### config.mk
export PLATFORM = sky130hd
export DESIGN_NAME = mcp4921_spi_serializer
export DESIGN_NICKNAME = d
export VERILOG_FILES = /design/src/rtl/mcp4921_pkg.sv /design/src/rtl/spidac_tick_gen.sv /design/src/rtl/mcp4921_spi_serializer.sv
export SDC_FILE = /design/constraint.sdc
export NUM_CORES = 1
export LEC_CHECK = 0
export BUFFER_PORTS_ARGS = -buffer_cell sky130_fd_sc_hd__buf_2
export CORE_MARGIN = 2
export CORE_UTILIZATION = 45
export DETAILED_ROUTE_END_ITERATION = 8
export PLACE_DENSITY = 0.78
export SLEW_MARGIN = 10
export SYNTH_ARGS = -nofsm -noshare
export SYNTH_HDL_FRONTEND = slang
export SYNTH_HIERARCHICAL = 1
export SYNTH_SLANG_ARGS = --single-unit
### constraint.sdc
create_clock -name clk -period 2 [get_ports clk]
set_clock_uncertainty 0.2 [all_clocks]
set_input_delay 0.2 -clock clk [delete_from_list [all_inputs] [get_ports clk]]
set_output_delay 0.2 -clock clk [all_outputs]
set_load 0.03 [all_outputs]
### src/rtl/mcp4921_pkg.sv
// Shared definitions for the MCP4921 SPI write path.
// Latency: n/a (types, constants and the frame-building helper only).
// Backpressure: n/a.
package mcp4921_pkg;

  typedef enum logic [2:0] {
    IDLE      = 3'd0,
    CS_LOW    = 3'd1,
    SHIFT     = 3'd2,
    CS_HOLD   = 3'd3,
    LDAC_WAIT = 3'd4,
    LDAC      = 3'd5
  } state_t;

  localparam int FRAME_BITS = 16;

  localparam int BIT_AB   = 15;
  localparam int BIT_BUF  = 14;
  localparam int BIT_GA   = 13;
  localparam int BIT_SHDN = 12;

  // MCP4921 write command: channel A, config bits, then the 12-bit code.
  function automatic logic [FRAME_BITS-1:0] build_frame(
    input logic        buf_en,
    input logic        gain_1x,
    input logic        shdn_n,
    input logic [11:0] code
  );
    logic [FRAME_BITS-1:0] f;
    f           = '0;
    f[BIT_AB]   = 1'b0;
    f[BIT_BUF]  = buf_en;
    f[BIT_GA]   = gain_1x;
    f[BIT_SHDN] = shdn_n;
    f[11:0]     = code;
    return f;
  endfunction

endpackage

### src/rtl/spidac_tick_gen.sv
// Periodic tick: one-cycle pulse every DIV clk cycles, realignable by restart.
// Latency: first tick DIV cycles after restart is sampled. Ports: clk, rst_n, restart, tick.
// Backpressure: none; free-running between restarts.
module spidac_tick_gen #(
  parameter int DIV = 2
) (
  input  logic clk,
  input  logic rst_n,
  input  logic restart,
  output logic tick
);

  localparam int W = $clog2(DIV) + 1;
  localparam logic [W-1:0] RELOAD = W'(DIV - 1);

  logic [W-1:0] cnt;

  always_ff @(posedge clk or negedge rst_n) begin
    if (!rst_n) begin
      cnt <= RELOAD;
    end else if (restart || (cnt == '0)) begin
      cnt <= RELOAD;
    end else begin
      cnt <= cnt - 1'b1;
    end
  end

  // Registered count, so tick is glitch-free and never feeds back on restart.
  assign tick = (cnt == '0);

endmodule

### src/rtl/mcp4921_spi_serializer.sv
// Serializes one 16-bit MCP4921 write frame (SPI mode 0,0, MSB first) per load edge, then pulses nLDAC.
// Latency: nCS falls 1 cycle after the edge; done at 1+34*CLK_DIV+LDAC_WIDTH. Ports: clk/nres, data+config, load -> busy/done/overrun, SCK/nCS/nLDAC/SDI.
// Backpressure: load edges arriving while busy are dropped and flagged on overrun.
module mcp4921_spi_serializer
  import mcp4921_pkg::*;
#(
  parameter int CLK_DIV    = 2,
  parameter int LDAC_WIDTH = 2
) (
  input  logic        clk,
  input  logic        nres,
  input  logic [11:0] data,
  input  logic        buf_en,
  input  logic        gain_1x,
  input  logic        shdn_n,
  input  logic        load,
  output logic        busy,
  output logic        done,
  output logic        overrun,
  output logic        SCK,
  output logic        nCS,
  output logic        nLDAC,
  output logic        SDI
);

  localparam int LW = $clog2(LDAC_WIDTH) + 1;
  localparam logic [LW-1:0] LDAC_RELOAD = LW'(LDAC_WIDTH - 1);

  state_t                state;
  state_t                state_nxt;
  logic                  load_q;
  logic                  load_rise;
  logic                  tick;
  logic                  restart;
  logic [FRAME_BITS-1:0] frame_word;
  // Bits still to be sent after the one currently on SDI.
  logic [FRAME_BITS-2:0] sr;
  logic [3:0]            bit_cnt;
  logic [LW-1:0]         ldac_cnt;

  assign load_rise  = load && !load_q;
  assign frame_word = build_frame(buf_en, gain_1x, shdn_n, data);
  // Realign the half-period timer on every state entry.
  assign restart    = (state_nxt != state);

  spidac_tick_gen #(
    .DIV (CLK_DIV)
  ) u_tick (
    .clk     (clk),
    .rst_n   (nres),
    .restart (restart),
    .tick    (tick)
  );

  always_comb begin
    state_nxt = state;
    case (state)
      IDLE:      if (load_rise) state_nxt = CS_LOW;
      CS_LOW:    if (tick) state_nxt = SHIFT;
      // Leave SHIFT on the falling SCK edge of the final bit.
      SHIFT:     if (tick && SCK && (bit_cnt == '0)) state_nxt = CS_HOLD;
      CS_HOLD:   if (tick) state_nxt = LDAC_WAIT;
      LDAC_WAIT: if (tick) state_nxt = LDAC;
      LDAC:      if (ldac_cnt == '0) state_nxt = IDLE;
      default:   state_nxt = IDLE;
    endcase
  end

  always_ff @(posedge clk or negedge nres) begin
    if (!nres) begin
      state    <= IDLE;
      load_q   <= 1'b0;
      sr       <= '0;
      bit_cnt  <= '0;
      ldac_cnt <= '0;
      SCK      <= 1'b0;
      nCS      <= 1'b1;
      nLDAC    <= 1'b1;
      SDI      <= 1'b0;
      busy     <= 1'b0;
      done     <= 1'b0;
      overrun  <= 1'b0;
    end else begin
      state   <= state_nxt;
      load_q  <= load;
      done    <= 1'b0;
      overrun <= load_rise && (state != IDLE);
      case (state)
        IDLE: begin
          if (load_rise) begin
            sr      <= frame_word[FRAME_BITS-2:0];
            SDI     <= frame_word[FRAME_BITS-1];
            bit_cnt <= 4'(FRAME_BITS - 1);
            nCS     <= 1'b0;
            busy    <= 1'b1;
          end
        end
        CS_LOW: begin
          // End of bit 15's low half-period: first rising edge.
          if (tick) SCK <= 1'b1;
        end
        SHIFT: begin
          if (tick) begin
            if (!SCK) begin
              SCK <= 1'b1;
            end else begin
              SCK <= 1'b0;
              if (bit_cnt == '0) begin
                SDI <= 1'b0;
              end else begin
                bit_cnt <= bit_cnt - 1'b1;
                SDI     <= sr[FRAME_BITS-2];
                sr      <= {sr[FRAME_BITS-3:0], 1'b0};
              end
            end
          end
        end
        CS_HOLD: begin
          if (tick) nCS <= 1'b1;
        end
        LDAC_WAIT: begin
          if (tick) begin
            nLDAC    <= 1'b0;
            ldac_cnt <= LDAC_RELOAD;
          end
        end
        LDAC: begin
          if (ldac_cnt == '0) begin
            nLDAC <= 1'b1;
            done  <= 1'b1;
            busy  <= 1'b0;
          end else begin
            ldac_cnt <= ldac_cnt - 1'b1;
          end
        end
        default: begin
          nCS   <= 1'b1;
          nLDAC <= 1'b1;
          SCK   <= 1'b0;
          SDI   <= 1'b0;
          busy  <= 1'b0;
        end
      endcase
    end
  end

endmodule
==> results of run 1 <==
[worst reg2reg max path: stages, from the launching register on]
cell and delay [ps]:
dfstp_2 550, inv_2 40, ha_4 170, buf_4 150, nand2_1 100, nand2b_1 80
a21oi_1 200, o21ai_2 80, or3b_1 360
[through the flow]
stage	setup slack [ps]	power, W	TNS, ps	utilization, %
after floorplan	66.2	0.00230	0	-
after global placement	69.0	0.00265	0	53.7
after detailed placement	11.2	0.00270	0	53.7
after CTS	22.2	0.00327	0	58.2
after global routing	-51.4	0.00390	-549	62.6
final	0.597	0.00363	0	62.6
[cell usage after synthesis (2+ instances only)]
master	n	area [µm²]
xor2_1	2	17.5
o21ai_1	5	25.0
ha_1	4	50.1
dfrtp_1	31	776
buf_6	2	22.5
nand2b_1	5	31.3
mux2i_1	14	140
and3_1	2	12.5
nor2_1	10	37.5
nor3_1	7	35.0
nand2_1	27	101
buf_2	2	10.0
a21oi_1	9	45.0
dfstp_2	3	78.8
clkbuf_1	3	11.3
buf_4	3	22.5
o21ai_0	14	70.1
o22a_1	3	26.3
inv_1	9	33.8
o22ai_1	2	12.5
[where the power goes]
part	internal [W]	leakage [nW]	switching [W]	total, W
logic	0.000931	0.609	0.000974	0.00190
registers	0.000976	0.408	0.000212	0.00119
clock network	0.000277	0.0472	0.000264	0.000541
[sequential cells by signal, summed over array words and instances (netlist names)]
register,flops
load_q,1
SDI,1
SCK,1
overrun,1
busy,1
u_tick/cnt,2
nLDAC,1
bit_cnt,4
nCS,1
ldac_cnt,2
state,3
done,1
sr,15
[worst min path at each step]
stage | start | endpoint | slack (ps) | cells after the start
2_1_floorplan | nres | SCK | -300 | 0
3_3_place_gp | nres | sr[9] | 120 | 1
3_5_place_dp | nres | sr[9] | 110 | 1
4_1_cts | data[6] | sr[6] | 0.6 | 3
5_1_grt | data[11] | sr[11] | 3 | 3
6_report | data[11] | sr[11] | -20 | 3
[logic make-up (layout without fill, tap and decap cells)]
| family | Yosys count | in the layout | share of synthesized area [%] |
|---|---|---|---|
| AOI/OAI and AO/OA | 42 | 42 | 15.4 |
| muxes | 15 | 15 | 8.66 |
| buffers and inverters | 20 | 69 | 6.01 |
| xor gates and xnor gates | 2 | 2 | 1.00 |
| and+or+nand+nor | 60 | 60 | 17.2 |
| DFF | 34 | 34 | 48.9 |
| adders and majority gates | 4 | 4 | 2.86 |
[layer usage]
metal	up-vias	wire [µm]
met1	731	1840
li1	713	-
met3	9	151
met4	0	85
met5	-	0
met2	26	1910
[repair_timing]
item / in CTS / in global routing
buffers inserted: 0 / 6
pin swaps: 0 / 3
cloned: 0 / 3
resized for setup: 1 / 21
endpoints found under the hold margin: 36 / 0
endpoints found under the setup margin: 1 / 12
hold buffers: 6 / 0
[cell type report]
class	instances	area [µm²]	share of cell area [%]
multi-input combinational	123	843	36.5
clock buffer	6	82.6	3.58
sequential	34	855	37.0
inverter	9	33.8	1.46
timing repair buffer	52	422	18.3
clock inverter	2	12.5	0.542
tap	48	60.1	2.60
==> results list, run 1 <==
- Counting flops and latches in the post-synthesis netlist gives 34.
- For this design, the sink count on the clock tree is 34.
- Final net count: 247
- Maximum number of buffers from clock root to sink: 2
* Die area: 4400 µm²
- The most critical setup path has its startpoint at u_tick/cnt[0].
- CTS placed an instance of clkbuf_8 at the clock tree root.
- The H-tree was split into 2 levels.
- Number of placement rows: 22
- Buffers inserted during clock tree synthesis total 5.
- From bottom edge to top edge, the die measures 66.3 µm.
- Met2 GRT Util: 29.3%
* Mean instance size in the synthesized netlist: 9.88 µm²
- Pre-Repair DR Iteration Count: 4
- Critical path data arrival time: 2010 ps
- Commonest non-fill, non-tap cell in the layout: dfrtp_1
* Worst EP required: 2010 ps
* Peak supply drop: 0.572 mV
- Wires add up to 3.99 mm.
* Cells traversed along the worst timing path: inv_2, ha_4, buf_4, nand2_1, nand2b_1, a21oi_1, o21ai_2, or3b_1
- Number of buffers and inverters on the critical path: 2
- Final slew viol count: 0
- Global routing used 6.30% of the available met3 tracks.
* Count of different cell masters after synthesis: 40
- CP peak stage delay: 550 ps
- Worst slew margin relative to its limit: 49.0%
- The worst register-to-register path begins at u_tick/cnt[0].
- The run finished, with violations left.
* WP depth: 8
- Count of mapped cells out of synthesis: 177
- Number of violations of the max-capacitance limit: 0
* Kind of critical path: flop to flop
- The global routing stage identified its most utilized layer as met2.
* Global Route met1 Usage: 22.7%
- Inserted Diodes: 0
* All-Layer GR Usage: 18.3%
- The most used flip-flop cell after synthesis is dfrtp_1.
- Vias per Instance: 5.40
* Sequential element share of the synthesized area: 48.9%
- Depth of the worst register-to-register path: 8
- In this run the power density over the cells is 1570 nW/µm².
* Relative area change from synthesis to final layout: 32.1%
- Capturing element of the worst setup path: u_tick/cnt[0]
- Final weighted congestion of routability-driven global placement: 0.775
- Max FO, Critical Path: 5
- The detail route stage leaves a number of antenna-violating nets equal to 0.
- Timing-limited maximum frequency: 500 MHz
* Clock Pin Slew Worst Setup and Hold Paths: 70 ps
- Hold slack: -18.5 ps
* Count of placed standard cells in the final layout, fillers left out: 274
- Worst reg2reg endpoint: u_tick/cnt[0]
- The worst setup path is launched from a flop.
* Number of antenna violations at the first check in global routing: 0
* Total via count in the routed design: 1,479
- Die boundary width: 66.3 µm
- The setup check on the worst reg-to-reg path leaves a slack of 0.6 ps.
- Post-layout minimum cycle time: 2000 ps
- Critical Path Sink Type: flop
- For this run the aggregate overflow at the end of global routing stands at 0.
* Endpoints failing setup: 0
* Unrepaired setup endpoints after global routing: yes
* Final Cycle Share: 100%
- The Yosys step of the flow raised 6 warnings.
* Placed wire-length estimate: 2.35 mm
- Category of cells accounting for the largest share of critical-path delay: flip-flops
- The clock reaches the later pin of the worst-skew pair after 290 ps.
- In this run the static leakage power is 1.06 nW.
- For this run, design rule violations remaining after detail routing come to 0.
- The first global-routing pass estimated 5.98 mm of wire.
- Cell Area, Synth: 1750 µm²
* Cell count after placement: 251
- Number of global-route vias before repair: 1,355
- TritonCTS built the clock tree.
* IO Pins: 25
* Core Region: 3690 µm²
- The count of final hold-check violations was 6.
- Of the cells placed in the final design, the portion with a size suffix greater than 1 is 33.2%.
* CP max-delay cell: dfstp_2
- Violated checks: negative hold slack
- After synthesis, the share of flip-flops with an asynchronous set or reset is 100%.
- Highest-count cells in the layout ignoring fill and taps: dfrtp_1, nand2_1, buf_2
- Final Instance Area: 2310 µm²
- The number of nets in the synthesized netlist is 199.
- Hold Path Class: input pin to flop
- After the first detailed-routing iteration, the DRC count stood at 111.
- Pin count of the biggest net entering global routing: 35
* Effective utilization at floorplan: 47.4%
* Fillcell total: 282
- Average wire per standard cell: 14.5 µm
* Count of input and output buffers: 24
- The synthesized design contains 0 enable-type register cells.
* Placed standard-cell area: 1980 µm²
- Slew at the pin closest to its max-slew limit: 764 ps
No activity file was read; power rests on OpenSTA's default activity.
==> run 2, diff against run 1 <==
- RECOVER_POWER: unset -> 25
==> run 2 against run 1 <==
Effect of this change: the run ends with negative hold slack, negative setup slack left; largest cell class unchanged; highest routed layer unchanged; register-to-register slack hardly changed; sequential cell count stayed put; global-route usage stayed put; count of clock-buffer cells in the layout stayed put; sequential power hardly changed; fmax hardly changed; sequential share of layout area is 0.10 points higher; critical path depth stayed put.
==> results list, run 2 (synthesized netlist as in run 1, its figures left out) <==
- Compared with the post-synthesis result, the final layout area differs by 31.7%.
* Number of global-route vias before repair: 1,355 (unchanged)
- Unrepaired setup endpoints after global routing: yes
- The die extent in y came to 66.3 µm (unchanged).
- Critical Path Sink Type: flop
* Kind of critical path: flop to flop
- The number of sinks driven by the clock tree was 34 (unchanged).
- The reported max-cap violation count was 0 (unchanged).
* Core Region: 3690 µm² (unchanged)
- The min-delay analysis places its worst path in the category input pin to flop.
* Final slew viol count: 0 (unchanged)
* Slew at the pin closest to its max-slew limit: 848 ps (+83.6 ps)
* Total via count in the routed design: 1,475 (-0.27%)
- Fillcell total: 285 (+1.1%)
- Placed wire-length estimate: 2.35 mm (unchanged)
* Max FO, Critical Path: 5 (unchanged)
- Worst slew margin relative to its limit: 43.5% (-5.6 points)
- Root buffer cell: clkbuf_8
* Total wirelength of the detailed-routed design: 4.00 mm (+0.30%)
- The net count reported at finish is 247 (unchanged).
- Vias per Instance: 5.38 (-0.27%)
- Registers with the most flip-flops: sr (15), bit_cnt (4), state (3)
* Detail Route Antenna Nets: 0 (unchanged)
* All-Layer GR Usage: 18.3% (unchanged)
- The clock latency on the worst-skew pair was 290 ps (about the same).
- Share of final-layout standard cells stronger than drive strength 1: 31.0% (-2.2 points)
* Final weighted congestion of routability-driven global placement: 0.775 (unchanged)
- Post-detailed-route DRC marker count: 0 (unchanged)
* Die boundary width: 66.3 µm (unchanged)
- DRT iter0 DRCs: 112 (+0.90%)
- Commonest non-fill, non-tap cell in the layout: dfrtp_1
- Count of input and output buffers: 24 (unchanged)
- The detailed-router iteration count before antenna repair is 4 (unchanged).
- The power after layout is 0.00363 W (-0.19%).
* Clock Pin Slew Worst Setup and Hold Paths: 70 ps (about the same)
- The antenna diode instance count is 0 (unchanged).
- CTS tree: built
* Post-Place Setup Slack: 11.2 ps (unchanged)
* Number of placement rows: 22 (unchanged)
- Gr ovfl total: 0 (unchanged)
- The clock period minus worst slack came to 2000 ps (+0.758 ps).
* Setup slack on the worst flop-to-flop path: -0.2 ps (about the same)
- The top cell types in the final layout, fill and taps aside, are dfrtp_1, nand2_1, buf_2.
- Hold slack: -18.3 ps (+0.170 ps)
- The required time reported for the critical path endpoint came to 2010 ps (about the same).
- Maximum number of buffers from clock root to sink: 2 (unchanged)
- The flip-flop count of the largest register after layout is 15 (unchanged).
- Timing-limited maximum frequency: 500 MHz (about the same)
- End-of-flow core utilization: 62.4% (-0.17 points)
- Sequential cell area: 855 µm² (unchanged)
* Final Cycle Share: 100% (about the same)
* Effective utilization at floorplan: 47.4% (unchanged)
- IO Pins: 25 (unchanged)
- Outcome: complete, but fails checks
- The worst setup margin came to -0.162 ps (-0.758 ps).
* Maximum level of the CTS H-tree: 2 (unchanged)
- Die area: 4400 µm² (unchanged)
- Type of element launching the critical path: flop
- The final reports fail on negative hold slack, negative setup slack.
- The number of antenna violations at the first check in global routing was 0 (unchanged).
- The global-route wire length before repair came to 5.98 mm (unchanged).
* Endpoints failing setup: 1 (+1)
- Average wire per standard cell: 14.6 µm (+0.30%)
- Register containing the most flip-flops in the final layout: sr
* Area occupied by multi-input gates: 843 µm² (unchanged)
- Critical path data arrival time: 2010 ps (about the same)
- The power density over cell area came to 1580 nW/µm² (about the same).
- The count of final hold-check violations came to 6 (unchanged).
* Leak pwr: 1.05 nW (-1.5%)
* Pin count of the biggest net entering global routing: 35 (unchanged)
* Peak supply drop: 0.571 mV (about the same)
- Number of clock buffers inserted by TritonCTS: 5 (unchanged)
==> run 2: power by group <==
| part | switching, W | internal, W | total [W] | leakage, nW |
|---|---|---|---|---|
| logic | 0.000973 | 0.000923 | 0.00190 | 0.592 |
| registers | 0.000213 | 0.000976 | 0.00119 | 0.408 |
| clock network | 0.000264 | 0.000277 | 0.000541 | 0.0472 |
| total | 0.00145 | 0.00218 | 0.00363 | 1.05 |
==> run 2: worst max-delay path, stage by stage, from the launching register on <==
cell      delay, ps
dfstp_2         540
inv_2            40
ha_4            170
buf_4           150
nand2_1         100
nand2b_1         80
a21oi_1         200
o21ai_2          80
or3b_1          360
==> run 2: final cells by class <==
| class | instances | area share, % |
|---|---|---|
| clock inverter | 2 | 0.543 |
| timing repair buffer | 52 | 18.0 |
| inverter | 9 | 1.47 |
| multi-input combinational | 123 | 36.6 |
| clock buffer | 6 | 3.59 |
| tap | 48 | 2.61 |
| sequential | 34 | 37.1 |
==> run 2: repair_timing <==
action,in CTS,in global routing
pin swaps,0,3
endpoints found under the setup margin,1,12
buffers inserted,0,6
hold buffers,6,0
gates resized for setup,1,21
gates cloned,0,3
hold endpoints to repair,36,0
==> run 2: worst paths after layout <==
| path | startpoint | end | cells past startpoint |
|---|---|---|---|
| worst max-delay path | u_tick/cnt[0] | u_tick/cnt[0] | 8 |
| worst min-delay path | data[11] | sr[11] | 3 |
| worst max register to register | u_tick/cnt[0] | u_tick/cnt[0] | 8 |
| worst min register to register | sr[2] | sr[2] | 2 |
| max in group asynchronous | nres | state[1] | 2 |
| min in group asynchronous | nres | bit_cnt[3] | 2 |
==> run 2: layer usage <==
metal | routed length (µm) | vias to the layer above | global-route usage, %
met3 | 160 | 9 | 6.30
li1 | - | 712 | -
met2 | 1900 | 30 | 29.3
met1 | 1850 | 724 | 22.7
met4 | 85 | 0 | 6.89
met5 | 0 | - | 0
==> run 2: through the flow <==
stage | std cells | hold WS, ps | setup TNS [ps] | cell area, µm²
3_5_place_dp | 251 | 107 | 0 | 1980
2_1_floorplan | 177 | -296 | 0 | 1750
4_1_cts | 265 | 0.618 | 0 | 2150
5_1_grt | 274 | 3.18 | -549 | 2300
6_report | 274 | -18.3 | -0.162 | 2300
3_3_place_gp | 251 | 117 | 0 | 1980
